==> src/rtl/board_mem_arbiter.sv <==
// Board block memory port owner: arbitrates GPU pixel fetch, row-collapse engine and CPU
// (GPU > collapse > CPU) and runs the engine that shifts the board down after a line clear.
module board_mem_arbiter #(
  parameter int ROWS   = 20,
  parameter int COLS   = 10,
  parameter int ADDR_W = 5,
  parameter int DATA_W = 3
) (
  input  logic              clk,
  input  logic              reset,
  input  logic              gpu_rd_en,
  input  logic [ADDR_W-1:0] gpu_vaddr,
  input  logic [ADDR_W-1:0] gpu_haddr,
  output logic [DATA_W-1:0] gpu_rdata,
  output logic              gpu_rvalid,
  input  logic              cpu_req,
  input  logic              cpu_we,
  input  logic [ADDR_W-1:0] cpu_vaddr,
  input  logic [ADDR_W-1:0] cpu_haddr,
  input  logic [DATA_W-1:0] cpu_wdata,
  output logic              cpu_gnt,
  output logic [DATA_W-1:0] cpu_rdata,
  output logic              cpu_rvalid,
  input  logic              collapse_start,
  input  logic [ADDR_W-1:0] collapse_row,
  output logic              collapse_busy,
  output logic              collapse_done,
  output logic [ADDR_W-1:0] mem_vaddr,
  output logic [ADDR_W-1:0] mem_haddr,
  output logic              mem_we,
  output logic [DATA_W-1:0] mem_wdata,
  input  logic [DATA_W-1:0] mem_rdata
);

  typedef enum logic [2:0] {S_IDLE, S_RD, S_WAIT, S_WR, S_CLR, S_DONE} state_t;

  localparam logic [ADDR_W-1:0] LAST_COL = ADDR_W'(COLS - 1);
  localparam logic [ADDR_W-1:0] ONE      = ADDR_W'(1);

  state_t              state;
  logic [ADDR_W-1:0]   row;
  logic [ADDR_W-1:0]   col;
  logic [DATA_W-1:0]   held_data;
  logic                gpu_tag;
  logic                cpu_tag;
  logic                eng_port;

  assign eng_port = (state == S_RD) || (state == S_WR) || (state == S_CLR);

  // No CPU traffic while reset is held, so a request pending across reset cannot write.
  assign cpu_gnt = reset && !gpu_rd_en && !eng_port && cpu_req &&
                   !collapse_busy && !collapse_start;

  always_comb begin
    mem_vaddr = '0;
    mem_haddr = '0;
    mem_we    = 1'b0;
    mem_wdata = '0;
    if (gpu_rd_en) begin
      mem_vaddr = gpu_vaddr;
      mem_haddr = gpu_haddr;
    end else if (eng_port) begin
      case (state)
        S_RD: begin
          mem_vaddr = row - ONE;
          mem_haddr = col;
        end
        S_WR: begin
          mem_vaddr = row;
          mem_haddr = col;
          mem_we    = 1'b1;
          mem_wdata = held_data;
        end
        default: begin
          mem_haddr = col;
          mem_we    = 1'b1;
        end
      endcase
    end else if (cpu_gnt) begin
      mem_vaddr = cpu_vaddr;
      mem_haddr = cpu_haddr;
      mem_we    = cpu_we;
      mem_wdata = cpu_wdata;
    end
  end

  // Collapse engine: copy row r-1 into row r column by column, walking r up to the top,
  // then blank row 0. Port-using states simply stall whenever the GPU is reading.
  always_ff @(posedge clk or negedge reset) begin
    if (!reset) begin
      state         <= S_IDLE;
      row           <= '0;
      col           <= '0;
      held_data     <= '0;
      collapse_busy <= 1'b0;
      collapse_done <= 1'b0;
    end else begin
      collapse_done <= 1'b0;
      case (state)
        S_IDLE: begin
          if (collapse_start) begin
            if (int'(collapse_row) < ROWS) begin
              row           <= collapse_row;
              col           <= '0;
              collapse_busy <= 1'b1;
              state         <= (collapse_row == '0) ? S_CLR : S_RD;
            end else begin
              collapse_done <= 1'b1;
              state         <= S_DONE;
            end
          end
        end
        S_RD: begin
          if (!gpu_rd_en) state <= S_WAIT;
        end
        S_WAIT: begin
          held_data <= mem_rdata;
          state     <= S_WR;
        end
        S_WR: begin
          if (!gpu_rd_en) begin
            if (col != LAST_COL) begin
              col   <= col + ONE;
              state <= S_RD;
            end else begin
              col   <= '0;
              row   <= row - ONE;
              state <= (row == ONE) ? S_CLR : S_RD;
            end
          end
        end
        S_CLR: begin
          if (!gpu_rd_en) begin
            if (col == LAST_COL) begin
              col           <= '0;
              collapse_busy <= 1'b0;
              collapse_done <= 1'b1;
              state         <= S_DONE;
            end else begin
              col <= col + ONE;
            end
          end
        end
        S_DONE:  state <= S_IDLE;
        default: state <= S_IDLE;
      endcase
    end
  end

  // Two-stage read return: tag at issue, data registered the cycle mem_rdata is valid.
  always_ff @(posedge clk or negedge reset) begin
    if (!reset) begin
      gpu_tag    <= 1'b0;
      cpu_tag    <= 1'b0;
      gpu_rvalid <= 1'b0;
      cpu_rvalid <= 1'b0;
      gpu_rdata  <= '0;
      cpu_rdata  <= '0;
    end else begin
      gpu_tag    <= gpu_rd_en;
      cpu_tag    <= cpu_gnt && !cpu_we;
      gpu_rvalid <= gpu_tag;
      cpu_rvalid <= cpu_tag;
      if (gpu_tag) gpu_rdata <= mem_rdata;
      if (cpu_tag) cpu_rdata <= mem_rdata;
    end
  end

endmodule

==> config.mk <==
export PLATFORM = sky130hd
export DESIGN_NAME = board_mem_arbiter
export DESIGN_NICKNAME = d
export VERILOG_FILES = /design/src/rtl/board_mem_arbiter.sv
export SDC_FILE = /design/constraint.sdc
export NUM_CORES = 1
export LEC_CHECK = 0
export ABC_AREA = 1
export BUFFER_PORTS_ARGS = -buffer_cell sky130_fd_sc_hd__buf_2
export CAP_MARGIN = 20
export CORE_ASPECT_RATIO = 0.9
export CORE_MARGIN = 5
export CORE_UTILIZATION = 40
export CTS_BUF_LIST = sky130_fd_sc_hd__clkbuf_8
export DETAILED_ROUTE_END_ITERATION = 10
export PLACE_DENSITY = 0.65
export SYNTH_ARGS = -nofsm -noshare
export SYNTH_HDL_FRONTEND = slang
export SYNTH_SLANG_ARGS = --single-unit
==> constraint.sdc <==
create_clock -name clk -period 1.8 [get_ports clk]
set_input_delay 0.09 -clock clk [delete_from_list [all_inputs] [get_ports clk]]
set_output_delay 0.09 -clock clk [all_outputs]
set_load 0.02 [all_outputs]
## After elaboration in Yosys (flattened, before gate mapping)

Cells that the tools add are included.

- Flip-flop bits (word level): 28
- Input bits: 37
- Output and inout port bits: 25
- Logic and storage cells: 98

- $add $sub $neg: 2
- Magnitude comparators: 1
- Eq/ne operators: 14
- Mux-type cells: 47
- Reductions and logical operators: 22

Operator list:

| operator | number |
|---|---|
| $mux 5 | 16 |
| $mux 3 | 13 |
| $pmux 5 s2 | 2 |
| $reduce_and 5->1 | 4 |
| $pmux 3 s5 | 1 |
| $pmux 5 s3 | 1 |
| $mux 1 | 12 |
| $ne 2x2->1 const B | 6 |
| $eq 3x2->1 const B | 2 |
| $logic_and 1x1->1 | 6 |
| $add 5x1->5 const B | 1 |
| $eq 5x1->1 const B | 1 |
| $eq 5x4->1 const B | 1 |
| $logic_not 1->1 | 5 |
| $logic_not 5->1 | 1 |
| $lt 5x5->1 const B | 1 |
| $ne 5x4->1 const B | 1 |
| $sub 5x1->5 const B | 1 |
| $pmux 1 s2 | 2 |
| $reduce_bool 2->1 | 2 |
| $eq 3x1->1 const B | 1 |
| $eq 3x3->1 const B | 1 |
| $logic_not 3->1 | 1 |
| $reduce_bool 3->1 | 1 |
| 2 further kinds | 3 |

## Longest topological paths before layout

Gate-level depths: netlist (run 1).

- Depth in word-level cells: 11
- Gate-level depth with buffers: 10
- Mapped depth without buffers: 9

## Worst setup path after synthesis (run 1)

OpenSTA, ideal clock, no wires.

- Path type: register to output
- Start: register collapse_busy
- End: output port mem_we
- Data arrival time: 1.399 ns
- Required time: 1.710 ns
- Path slack: 0.311 ns
- Cell stages (with the launch flop): 7
- Buffers on the path: 1
- Cells stage by stage: dfrtp_1 -> inv_1 -> nand3_1 -> nor2_2 -> buf_4 -> a21oi_1 -> nor3_1

- Longest elaborated chain between the ends: 6

RTL lines:

| item | line | source |
|---|---|---|
| start, declared | 26 | `output logic collapse_busy,` |
| start signal, assigned | 95 | `collapse_busy <= 1'b0;` |
| start signal, assigned | 105 | `collapse_busy <= 1'b1;` |
| start signal, assigned | 136 | `collapse_busy <= 1'b0;` |
| $logic_not 1->1 | 52 | `!collapse_busy && !collapse_start;` |
| $logic_and 1x1->1 | 51 | `assign cpu_gnt = reset && !gpu_rd_en && !eng_port && cpu_req &&` |
| $logic_and 1x1->1 | 52 |  |
| $mux 1 | 79 | `end else if (cpu_gnt) begin` |
| $mux 1 | 62 | `end else if (eng_port) begin` |
| $mux 1 | 59 | `if (gpu_rd_en) begin` |
| end, declared | 30 | `output logic mem_we,` |

No other way between the ends.

## Worst setup path after layout (run 1)

- Start: register state[0]
- End: output port mem_haddr[2]

- Longest elaborated chain between the ends: 11
- Elaborated cells between the ends (all ways): 13
- Those cells by class: 3 x eq/ne; 3 x mux; 7 x reduce/logical

RTL lines:

| item | line | source |
|---|---|---|
| start, declared | 40 | `state_t state;` |
| start signal, assigned | 106 | `state <= (collapse_row == '0) ? S_CLR : S_RD;` |
| start signal, assigned | 128 | `state <= (row == ONE) ? S_CLR : S_RD;` |
| $eq 3x1->1 / $eq 3x2->1 (equally long branches) | 48 | `assign eng_port = (state == S_RD) \|\| (state == S_WR) \|\| (state == S_CLR);` |
| $logic_or 1x1->1 | 48 |  |
| $logic_or 1x1->1 * | 48 |  |
| $logic_not 1->1 | 51 |  |
| $logic_and 1x1->1 (3 in a row) | 51 |  |
| $logic_and 1x1->1 | 52 |  |
| $mux 5 | 79 |  |
| $mux 5 * | 62 |  |
| $mux 5 * | 59 |  |
| end, declared | 29 | `output logic [ADDR_W-1:0] mem_haddr,` |

Mark *: on every way between the ends. The rest lies on a longest branch, timed or not.

==> flow_summary.yaml, run 1 <==
drt:
  wl_per_cell_um: 13.3
  drc: 0
  firstDrtPassIters: 4
  finalWirelength_um: 5600
  vias_per_cell: 4.95
  via_count: 2086
  drt_iter0_drc: 170
  final_antenna_net_count: 0
floorplanning:
  die_w_um: 83.6
  io_pins: 62
  row_count: 24
  core_um2: 4770
  die-area_um2: 6370
  start_util: 0.408
  die_y_um: 76.2
clock_tree:
  cts_inserted_buffers: 3
  htreeDepth: 1
  clk_latency_ns: 0.28
  cts_buffer_depth: 2
  cts_tree: "done"
  cts.clk_slew.worst_paths_ns: 0.09
  root_buffer: "clkbuf_8"
  cts.sinks: 28
grt:
  grt_pass1_vias: 1891
  grt_max_degree: 29
  grt_use_total: 0.166
  grt_pass1_wl_um: 8900
  grt-ovfl-total: 0
  antenna_found_initial: 0
synth:
  yosysSeqAreaShare: 0.360
  netlist_instances: 289
  synth_compound_area_frac: 0.117
  synth-simple-area-share: 0.401
  synth-seq-cells: 28
  synth_fa_ha_area_frac: 0.0257
  synth-xor-area-share: 0.0135
  synth_fp_nets: 330
  yosys_warnings: 0
  synthMuxAreaShare: 0
  ys_types: 29
  syn_avg_cell_area_um2: 6.74
  synth_top_family_by_area: "simple AND/OR/NAND/NOR gates"
  syn_area_um2: 1950
worst_setup_path:
  crit_start: "state[0]"
  reg2regPathDepth: 8
  end_kind: "output pin"
  path_buf_inv: 3
  cp_max_fo: 5
  start_kind: "register"
  critical_path_arrival_ns: 1.70
  path_depth: 7
  cpMaxStageDelayCell: "dfrtp_2"
  worstSetupEndpoint: "mem_haddr[2]"
  r2r_slack_ns: 0.21
  worstReg2RegEnd: "state[2]"
  cp_cell_sequence: "inv_4 > nor2_4 > a21oi_4 > buf_4 > nand3_1 > a21oi_1 > buf_2"
  worst-setup-path-type: "reg2out"
  worstReg2RegStart: "col[1]"
  path_delay_family: "flip-flops"
  slowest_delay_ns: 0.48
  critical_path_required_ns: 1.71
sta:
  max_freq_mhz: 558
  period_share: 0.995
  period_minus_slack_ns: 1.79
  worstMarginPinSlew_ns: 0.476
  final.setup.tns_ns: 0
  whs_ns: 0.0184
  final_hold_viol_count: 0
  setup_slack_ns: 0.00841
  setup_viol: 0
  slew_headroom: 0.680
  fin_skew_ns: 0.00793
  rsz0062_at_grt: "true"
  drv_slew: 0
place:
  dpl.cell_count: 413
  io_buffers: 61
  gp_congestion: 0.938
  pre_cts_ws_ns: 0.193
  hpwl_um: 4200
pwr:
  p_per_area_nw_per_um2: 1350
  p_leak_nw: 1.32
  p_total_w: 0.00343
  irDropWorstVdd_uv: 599
cells_and_area:
  fin_nets: 399
  final_layout_size_suffix_gt1_frac: 0.329
  stdcell_count: 421
  n_fill_cell: 478
  area_growth_pct: 30.4
  diodes: 0
run:
  max_cap_viol_count: 0
worst_hold_path:
  min_path_type: "in2reg"
run_status:
  outcome: "finished, final reports clean"
## power by group
part	internal [W]	switching, W	total [W]
logic	0.000751	0.00130	0.00205
clock network	0.000150	0.000184	0.000335
registers	0.000818	0.000222	0.00104
## stage by stage
stage | utilization | area, µm²
global route | 0.532 | 2540
detailed placement | 0.487 | 2320
floorplan | - | 1950
global placement | 0.487 | 2320
CTS | 0.500 | 2390
finish | 0.532 | 2540
## timing repair
action	4_1_cts	5_1_grt
setup endpoints to repair	12	17
gates resized for setup	7	36
buffers inserted	0	2
pin swaps	0	6
cloned	0	2
hold endpoints to repair	28	0
hold buffers	1	0
## worst reg2reg max path, delay by kind of cell, from the launching register on
family	cells	cell delay [ns]
AO/OA/AOI/OAI	1	0.14
flip-flops	1	0.45
buffers and inverters	1	0.09
adder cells (fa/ha/maj)	1	0.15
AND/OR/NAND/NOR	5	0.69
## flip-flops by register name, summed over array words and instances, names as in the netlist
signal / cells
row: 5
col: 5
held_data: 3
gpu_rvalid: 1
cpu_rvalid: 1
cpu_rdata: 3
collapse_busy: 1
cpu_tag: 1
state: 3
gpu_rdata: 3
gpu_tag: 1
collapse_done: 1
## per-layer routing
metal	track usage	vias up	routed length, µm
li1	-	1060	-
met1	0.237	953	2630
met2	0.261	65	2540
met3	0.0346	8	349
met4	0.0305	0	87
met5	0	-	0
## cell families (layout without fill, tap and decap cells)
family	after synthesis	after routing
xor+xnor	3	3
flops	28	28
buf+inv	35	102
compound gates	44	44
simple gates	175	175
fa+ha+maj	4	4
## cell usage after synthesis
| cell | instances | area share |
|---|---|---|
| xor2_1 | 3 | 0.013 |
| nor2_4 | 3 | 0.017 |
| o21ai_0 | 14 | 0.036 |
| buf_2 | 2 | 0.0051 |
| inv_1 | 18 | 0.035 |
| o32ai_1 | 1 | 0.0045 |
| nand3_2 | 1 | 0.0051 |
| nor2_1 | 40 | 0.077 |
| nand4_1 | 2 | 0.0064 |
| nor3_1 | 1 | 0.0026 |
| a21oi_2 | 1 | 0.0045 |
| nand3_4 | 1 | 0.0090 |
| buf_1 | 1 | 0.0019 |
| ha_1 | 4 | 0.026 |
| inv_2 | 7 | 0.013 |
| and2_2 | 1 | 0.0039 |
| nand3b_1 | 1 | 0.0039 |
| nor2_2 | 3 | 0.0096 |
| nand2_2 | 3 | 0.0096 |
| buf_4 | 3 | 0.012 |
| nand2_1 | 87 | 0.17 |
| clkbuf_1 | 1 | 0.0019 |
| nor4_1 | 1 | 0.0032 |
| nand3_1 | 29 | 0.075 |
| clkinv_2 | 1 | 0.0026 |
| dfrtp_1 | 28 | 0.36 |
| buf_6 | 2 | 0.012 |
| nand2_4 | 2 | 0.012 |
| a21oi_1 | 28 | 0.072 |
## placed cells by master, fill, tap and decap left out, types with 2 or more instances in the layout
cell	count
nand2_1	86
buf_2	53
nor2_1	37
nand3_1	26
dfrtp_1	25
a21oi_1	24
inv_1	16
buf_4	14
o21ai_0	13
inv_2	8
nor2_4	6
buf_6	5
nand3_2	4
nand2_2	4
a21oi_2	4
nor2_2	3
ha_1	3
clkbuf_8	3
dfrtp_2	3
inv_4	2
nand2_4	2
nand4_1	2
xor2_1	2
## cell type report
type,count,area (µm²),area share
multi-input cells,226,1170,0.462
inverters,26,103,0.0404
repair buffers,73,437,0.172
flip-flops and latches,28,704,0.277
clock buffers,3,41.3,0.0162
well taps,65,81.3,0.0320
## worst min-delay path by stage
stage	startpoint	to	depth (start not counted)
2_1_floorplan	reset	col[0]	0
3_3_place_gp	reset	collapse_busy	2
3_5_place_dp	reset	collapse_busy	2
4_1_cts	cpu_we	cpu_tag	2
5_1_grt	cpu_we	cpu_tag	2
6_report	cpu_we	cpu_tag	2
Power figures use the tool's default switching activity.
==> inputs of run 2 (changes only) <==
--- a/config.mk
+++ b/config.mk
@@ -6,7 +6,7 @@
 export NUM_CORES = 1
 export LEC_CHECK = 0
 export ABC_AREA = 1
-export BUFFER_PORTS_ARGS = -buffer_cell sky130_fd_sc_hd__buf_2
+export BUFFER_PORTS_ARGS = -buffer_cell sky130_fd_sc_hd__buf_4
 export CAP_MARGIN = 20
 export CORE_ASPECT_RATIO = 0.9
 export CORE_MARGIN = 5
==> run 2 against run 1 <==
Highest routed layer unchanged. Design area up 8.5%. Clock skew up 0.00066 ns. Utilization up 4.5 points.
==> flow_summary.yaml, run 2 (synthesized netlist as in run 1, its figures left out) <==
cells_and_area:
  fin_area_um2: 2760
  diodes: 0
  reg_top3: "col x5, row x5"
  final_layout_size_suffix_gt1_frac: 0.333
  multiInputGateArea_um2: 1160
  n_fill_cell: 438
  regArea_um2: 704
  fin_util: 0.578
  fin_nets: 408
  stdcell_count: 431
  area_growth_pct: 41.6
  layout.cells.most_common: "nand2_1"
  layout_common_cells: "nand2_1, buf_4, nor2_1"
floorplanning:
  io_pins: 62
  die_y_um: 76.2
  row_count: 24
  die-area_um2: 6370
  core_um2: 4770
  start_util: 0.408
  die_w_um: 83.6
worst_setup_path:
  worstSetupEndpoint: "mem_vaddr[1]"
  slowest_delay_ns: 0.46
  end_kind: "output pin"
  start_kind: "register"
  worstReg2RegStart: "col[1]"
  critical_path_arrival_ns: 1.67
  cpMaxStageDelayCell: "dfrtp_2"
  crit_start: "state[0]"
  path_depth: 7
  cp_max_fo: 5
  cp_cell_sequence: "inv_2 > nor2_2 > nand2_1 > o21ai_0 > nor2_1 > a21oi_1 > buf_4"
  reg2regPathDepth: 8
  r2r_slack_ns: 0.17
  worstReg2RegEnd: "state[0]"
  path_delay_family: "flip-flops"
  critical_path_required_ns: 1.71
  path_buf_inv: 2
  worst-setup-path-type: "reg2out"
grt:
  grt_pass1_wl_um: 9440
  grt_use_total: 0.174
  grt-ovfl-total: 0
  antenna_found_initial: 0
  grt_max_degree: 29
  grt_pass1_vias: 2070
worst_hold_path:
  min_path_type: "in2reg"
  holdPathStages: 1
sta:
  whs_ns: 0.0640
  max_freq_mhz: 568
  rsz0062_at_grt: "true"
  final_hold_viol_count: 0
  slew_headroom: 0.711
  period_minus_slack_ns: 1.76
  period_share: 0.978
  fin_skew_ns: 0.00859
  worstMarginPinSlew_ns: 0.429
  drv_slew: 0
  setup_viol: 0
drt:
  via_count: 2117
  wl_per_cell_um: 13.3
  finalWirelength_um: 5730
  final_antenna_net_count: 0
  drt_iter0_drc: 103
  drc: 0
  firstDrtPassIters: 4
  vias_per_cell: 4.91
pwr:
  p_total_w: 0.00382
  p_per_area_nw_per_um2: 1390
  p_leak_nw: 1.42
  irDropWorstVdd_uv: 623
clock_tree:
  cts.clk_slew.worst_paths_ns: 0.10
  cts_tree: "done"
  cts_buffer_depth: 2
  cts_inserted_buffers: 3
  htreeDepth: 1
  clk_latency_ns: 0.28
  root_buffer: "clkbuf_8"
  cts.sinks: 28
run:
  max_cap_viol_count: 0
place:
  hpwl_um: 4310
  dpl.cell_count: 415
  gp_congestion: 0.927
  io_buffers: 61
  dpl_cell_area_um2: 2490
run_status:
  outcome: "finished, final reports clean"
[run 2: changes by cell type in the layout (fill, tap and decap cells not counted), sizes merged]
cell / delta
bufinv: +1
buf: +8
clkinv: +1
dlygate4sd3: +1
inv: -1
[run 2: what timing repair did]
action	in CTS	in global routing
pin swaps	0	5
buffers inserted	5	5
setup endpoints to repair	14	14
gates resized for setup	7	20
hold buffers	2	0
endpoints found under the hold margin	29	0
[run 2: final cells by class]
class / instances / share of cell area
inverters: 26 / 0.0381
well taps: 65 / 0.0295
clock inverters: 1 / 0.0109
multi-input cells: 226 / 0.421
clock buffers: 3 / 0.0150
flip-flops and latches: 28 / 0.255
repair buffers: 82 / 0.230
[run 2: worst min path at each step]
stage / start / to / slack [ns]
2_1_floorplan: reset / col[0] / -0.21
3_3_place_gp: reset / collapse_busy / 0.13
3_5_place_dp: reset / collapse_busy / 0.14
4_1_cts: gpu_rd_en / gpu_tag / 0.05
5_1_grt: gpu_rd_en / gpu_tag / 0.06
6_report: gpu_rd_en / gpu_tag / 0.06
[run 2: worst register-to-register path, cell delays in order, from the launching register on]
cell and delay [ns]:
dfrtp_1 0.45, inv_1 0.08, ha_1 0.15, nand2_1 0.06, nor2_1 0.29, o21ai_0 0.16
nor2_1 0.22, nand2_1 0.10, nand2_1 0.07
[run 2: power by group]
part,switching [W],internal [W]
clock,0.000202,0.000298
combinational,0.00134,0.000954
sequential,0.000212,0.000818
total,0.00175,0.00207
[run 2: metal layers]
layer | track usage | wire length [µm]
met5 | 0 | 0
met2 | 0.280 | 2740
met4 | 0.0289 | 27
met3 | 0.0389 | 371
met1 | 0.243 | 2590
[run 2: stage by stage]
step	worst slack, ns	TNS [ns]
floorplan	0.311	0
global placement	0.0963	0
detailed placement	0.184	0
CTS	-0.0158	-0.0216
global route	-0.0233	-0.110
finish	0.0400	0
==> inputs of run 3 (changes only) <==
--- a/config.mk
+++ b/config.mk
@@ -13,6 +13,7 @@
 export CORE_UTILIZATION = 40
 export CTS_BUF_LIST = sky130_fd_sc_hd__clkbuf_8
 export DETAILED_ROUTE_END_ITERATION = 10
+export MAX_ROUTING_LAYER = met4
 export PLACE_DENSITY = 0.65
 export SYNTH_ARGS = -nofsm -noshare
 export SYNTH_HDL_FRONTEND = slang
==> run 3 against run 2 <==
Cell count stayed put. Combinational power is essentially flat. Clock power up 1%. Worst setup slack improved by 0.0085 ns. Non-clock buffer count is the same. Routed wire length decreased by 0.17%. Die area is the same. Global-route usage increased by 0.51 points. Register-to-register slack lost 0.02 ns. Critical path type unchanged.
==> flow_summary.yaml, run 3 (synthesized netlist as in run 1, its figures left out) <==
run_status:
  outcome: "finished, final reports clean"
clock_tree:
  cts.sinks: 28
  cts_tree: "done"
  cts_inserted_buffers: 3
  root_buffer: "clkbuf_8"
  htreeDepth: 1
  cts_buffer_depth: 2
  clk_latency_ns: 0.28
  cts.clk_slew.worst_paths_ns: 0.10
place:
  gp_congestion: 0.943
  hpwl_um: 4310
  io_buffers: 61
  dpl_cell_area_um2: 2490
sta:
  final_hold_viol_count: 0
  worstMarginPinSlew_ns: 0.442
  period_minus_slack_ns: 1.75
  drv_slew: 0
  final.setup.tns_ns: 0
  slew_headroom: 0.702
  setup_viol: 0
  max_freq_mhz: 571
  fin_skew_ns: 0.00957
  rsz0062_at_grt: "true"
  period_share: 0.973
grt:
  grt_pass1_vias: 2069
  grt_pass1_wl_um: 9450
  grt_use_total: 0.179
  grt_max_degree: 29
  grt-ovfl-total: 0
  antenna_found_initial: 0
worst_setup_path:
  start_kind: "register"
  crit_start: "state[0]"
  worstReg2RegStart: "col[1]"
  worst-setup-path-type: "reg2out"
  cpMaxStageDelayCell: "dfrtp_2"
  path_delay_family: "flip-flops"
  critical_path_arrival_ns: 1.66
  cp_max_fo: 5
  critical_path_required_ns: 1.71
  cp_cell_sequence: "inv_2 > nor2_2 > nand2_1 > o21ai_0 > nor2_1 > a21oi_1 > buf_4"
  path_buf_inv: 2
  slowest_delay_ns: 0.46
  end_kind: "output pin"
pwr:
  p_per_area_nw_per_um2: 1390
  irDropWorstVdd_uv: 622
  p_leak_nw: 1.42
drt:
  wl_per_cell_um: 13.3
  vias_per_cell: 4.92
  drc: 0
  finalWirelength_um: 5720
  final_antenna_net_count: 0
  via_count: 2120
  firstDrtPassIters: 4
  drt_iter0_drc: 117
floorplanning:
  die_y_um: 76.2
  die-area_um2: 6370
  io_pins: 62
  core_um2: 4770
  start_util: 0.408
  die_w_um: 83.6
  row_count: 24
cells_and_area:
  layout.cells.most_common: "nand2_1"
  fin_nets: 408
  fin_area_um2: 2760
  area_growth_pct: 41.6
  layout_common_cells: "nand2_1, buf_4, nor2_1"
  reg_top3: "col x5, row x5"
  fin_util: 0.578
  final_layout_size_suffix_gt1_frac: 0.333
  diodes: 0
  n_fill_cell: 438
worst_hold_path:
  min_path_type: "in2reg"
  hp-start: "gpu_rd_en"
run:
  max_cap_viol_count: 0
==> run 3: cell counts in the layout (fill, tap and decap cells not counted) <==
Identical to the previous run, type by type.
==> run 3: area by class of cell <==
type | instances | area [µm²] | share of cell area
multi-input combinational | 226 | 1160 | 0.421
sequential | 28 | 704 | 0.255
timing repair buffer | 82 | 636 | 0.230
inverter | 26 | 105 | 0.0381
tap | 65 | 81.3 | 0.0295
clock buffer | 3 | 41.3 | 0.0150
clock inverter | 1 | 30.0 | 0.0109
==> run 3: metrics by stage <==
step	total power [W]	instances	hold WS [ns]	setup WS, ns
floorplan	0.00234	289	-0.206	0.311
global placement	0.00291	415	0.133	0.0963
detailed placement	0.00292	415	0.136	0.184
CTS	0.00359	426	0.0498	-0.0158
global route	0.00413	431	0.0575	-0.0233
finish	0.00383	431	0.0670	0.0485
==> run 3: final timing paths <==
path	endpoint	slack, ns	cells past startpoint
worst max register to register	state[0]	0.15	8
min in group asynchronous	state[2]	0.35	3
max in group asynchronous	state[0]	1.17	3
worst max-delay path	mem_vaddr[1]	0.05	7
worst min register to register	held_data[1]	0.50	2
worst min-delay path	gpu_tag	0.07	1
==> run 3: routing by layer <==
layer	track usage	part of all wire	up-vias	routed length, µm
met5	-	0	-	0
met4	0.0289	0.0065	0	37
met3	0.0389	0.058	5	329
met2	0.280	0.47	56	2710
met1	0.244	0.46	977	2640
li1	-	-	1082	-
==> run 3: repair_timing <==
item                                    CTS  global route
hold buffers                              2             0
endpoints found under the setup margin   14            14
endpoints found under the hold margin    29             0
cloned                                    0             0
pin swaps                                 0             5
gates resized for setup                   7            20
buffers inserted                          5             5
==> run 3: where the power goes <==
| group | total [W] | internal (W) | switching [W] |
|---|---|---|---|
| Clock | 0.000506 | 0.000298 | 0.000208 |
| Combinational | 0.00229 | 0.000954 | 0.00134 |
| Sequential | 0.00103 | 0.000818 | 0.000211 |
| Total | 0.00383 | 0.00207 | 0.00176 |
==> run 3: worst register-to-register path: stages, from the launching register on <==
cell	delay, ns
dfrtp_1	0.45
inv_1	0.08
ha_1	0.16
nand2_1	0.07
nor2_1	0.29
o21ai_0	0.15
nor2_1	0.22
nand2_1	0.10
nand2_1	0.07
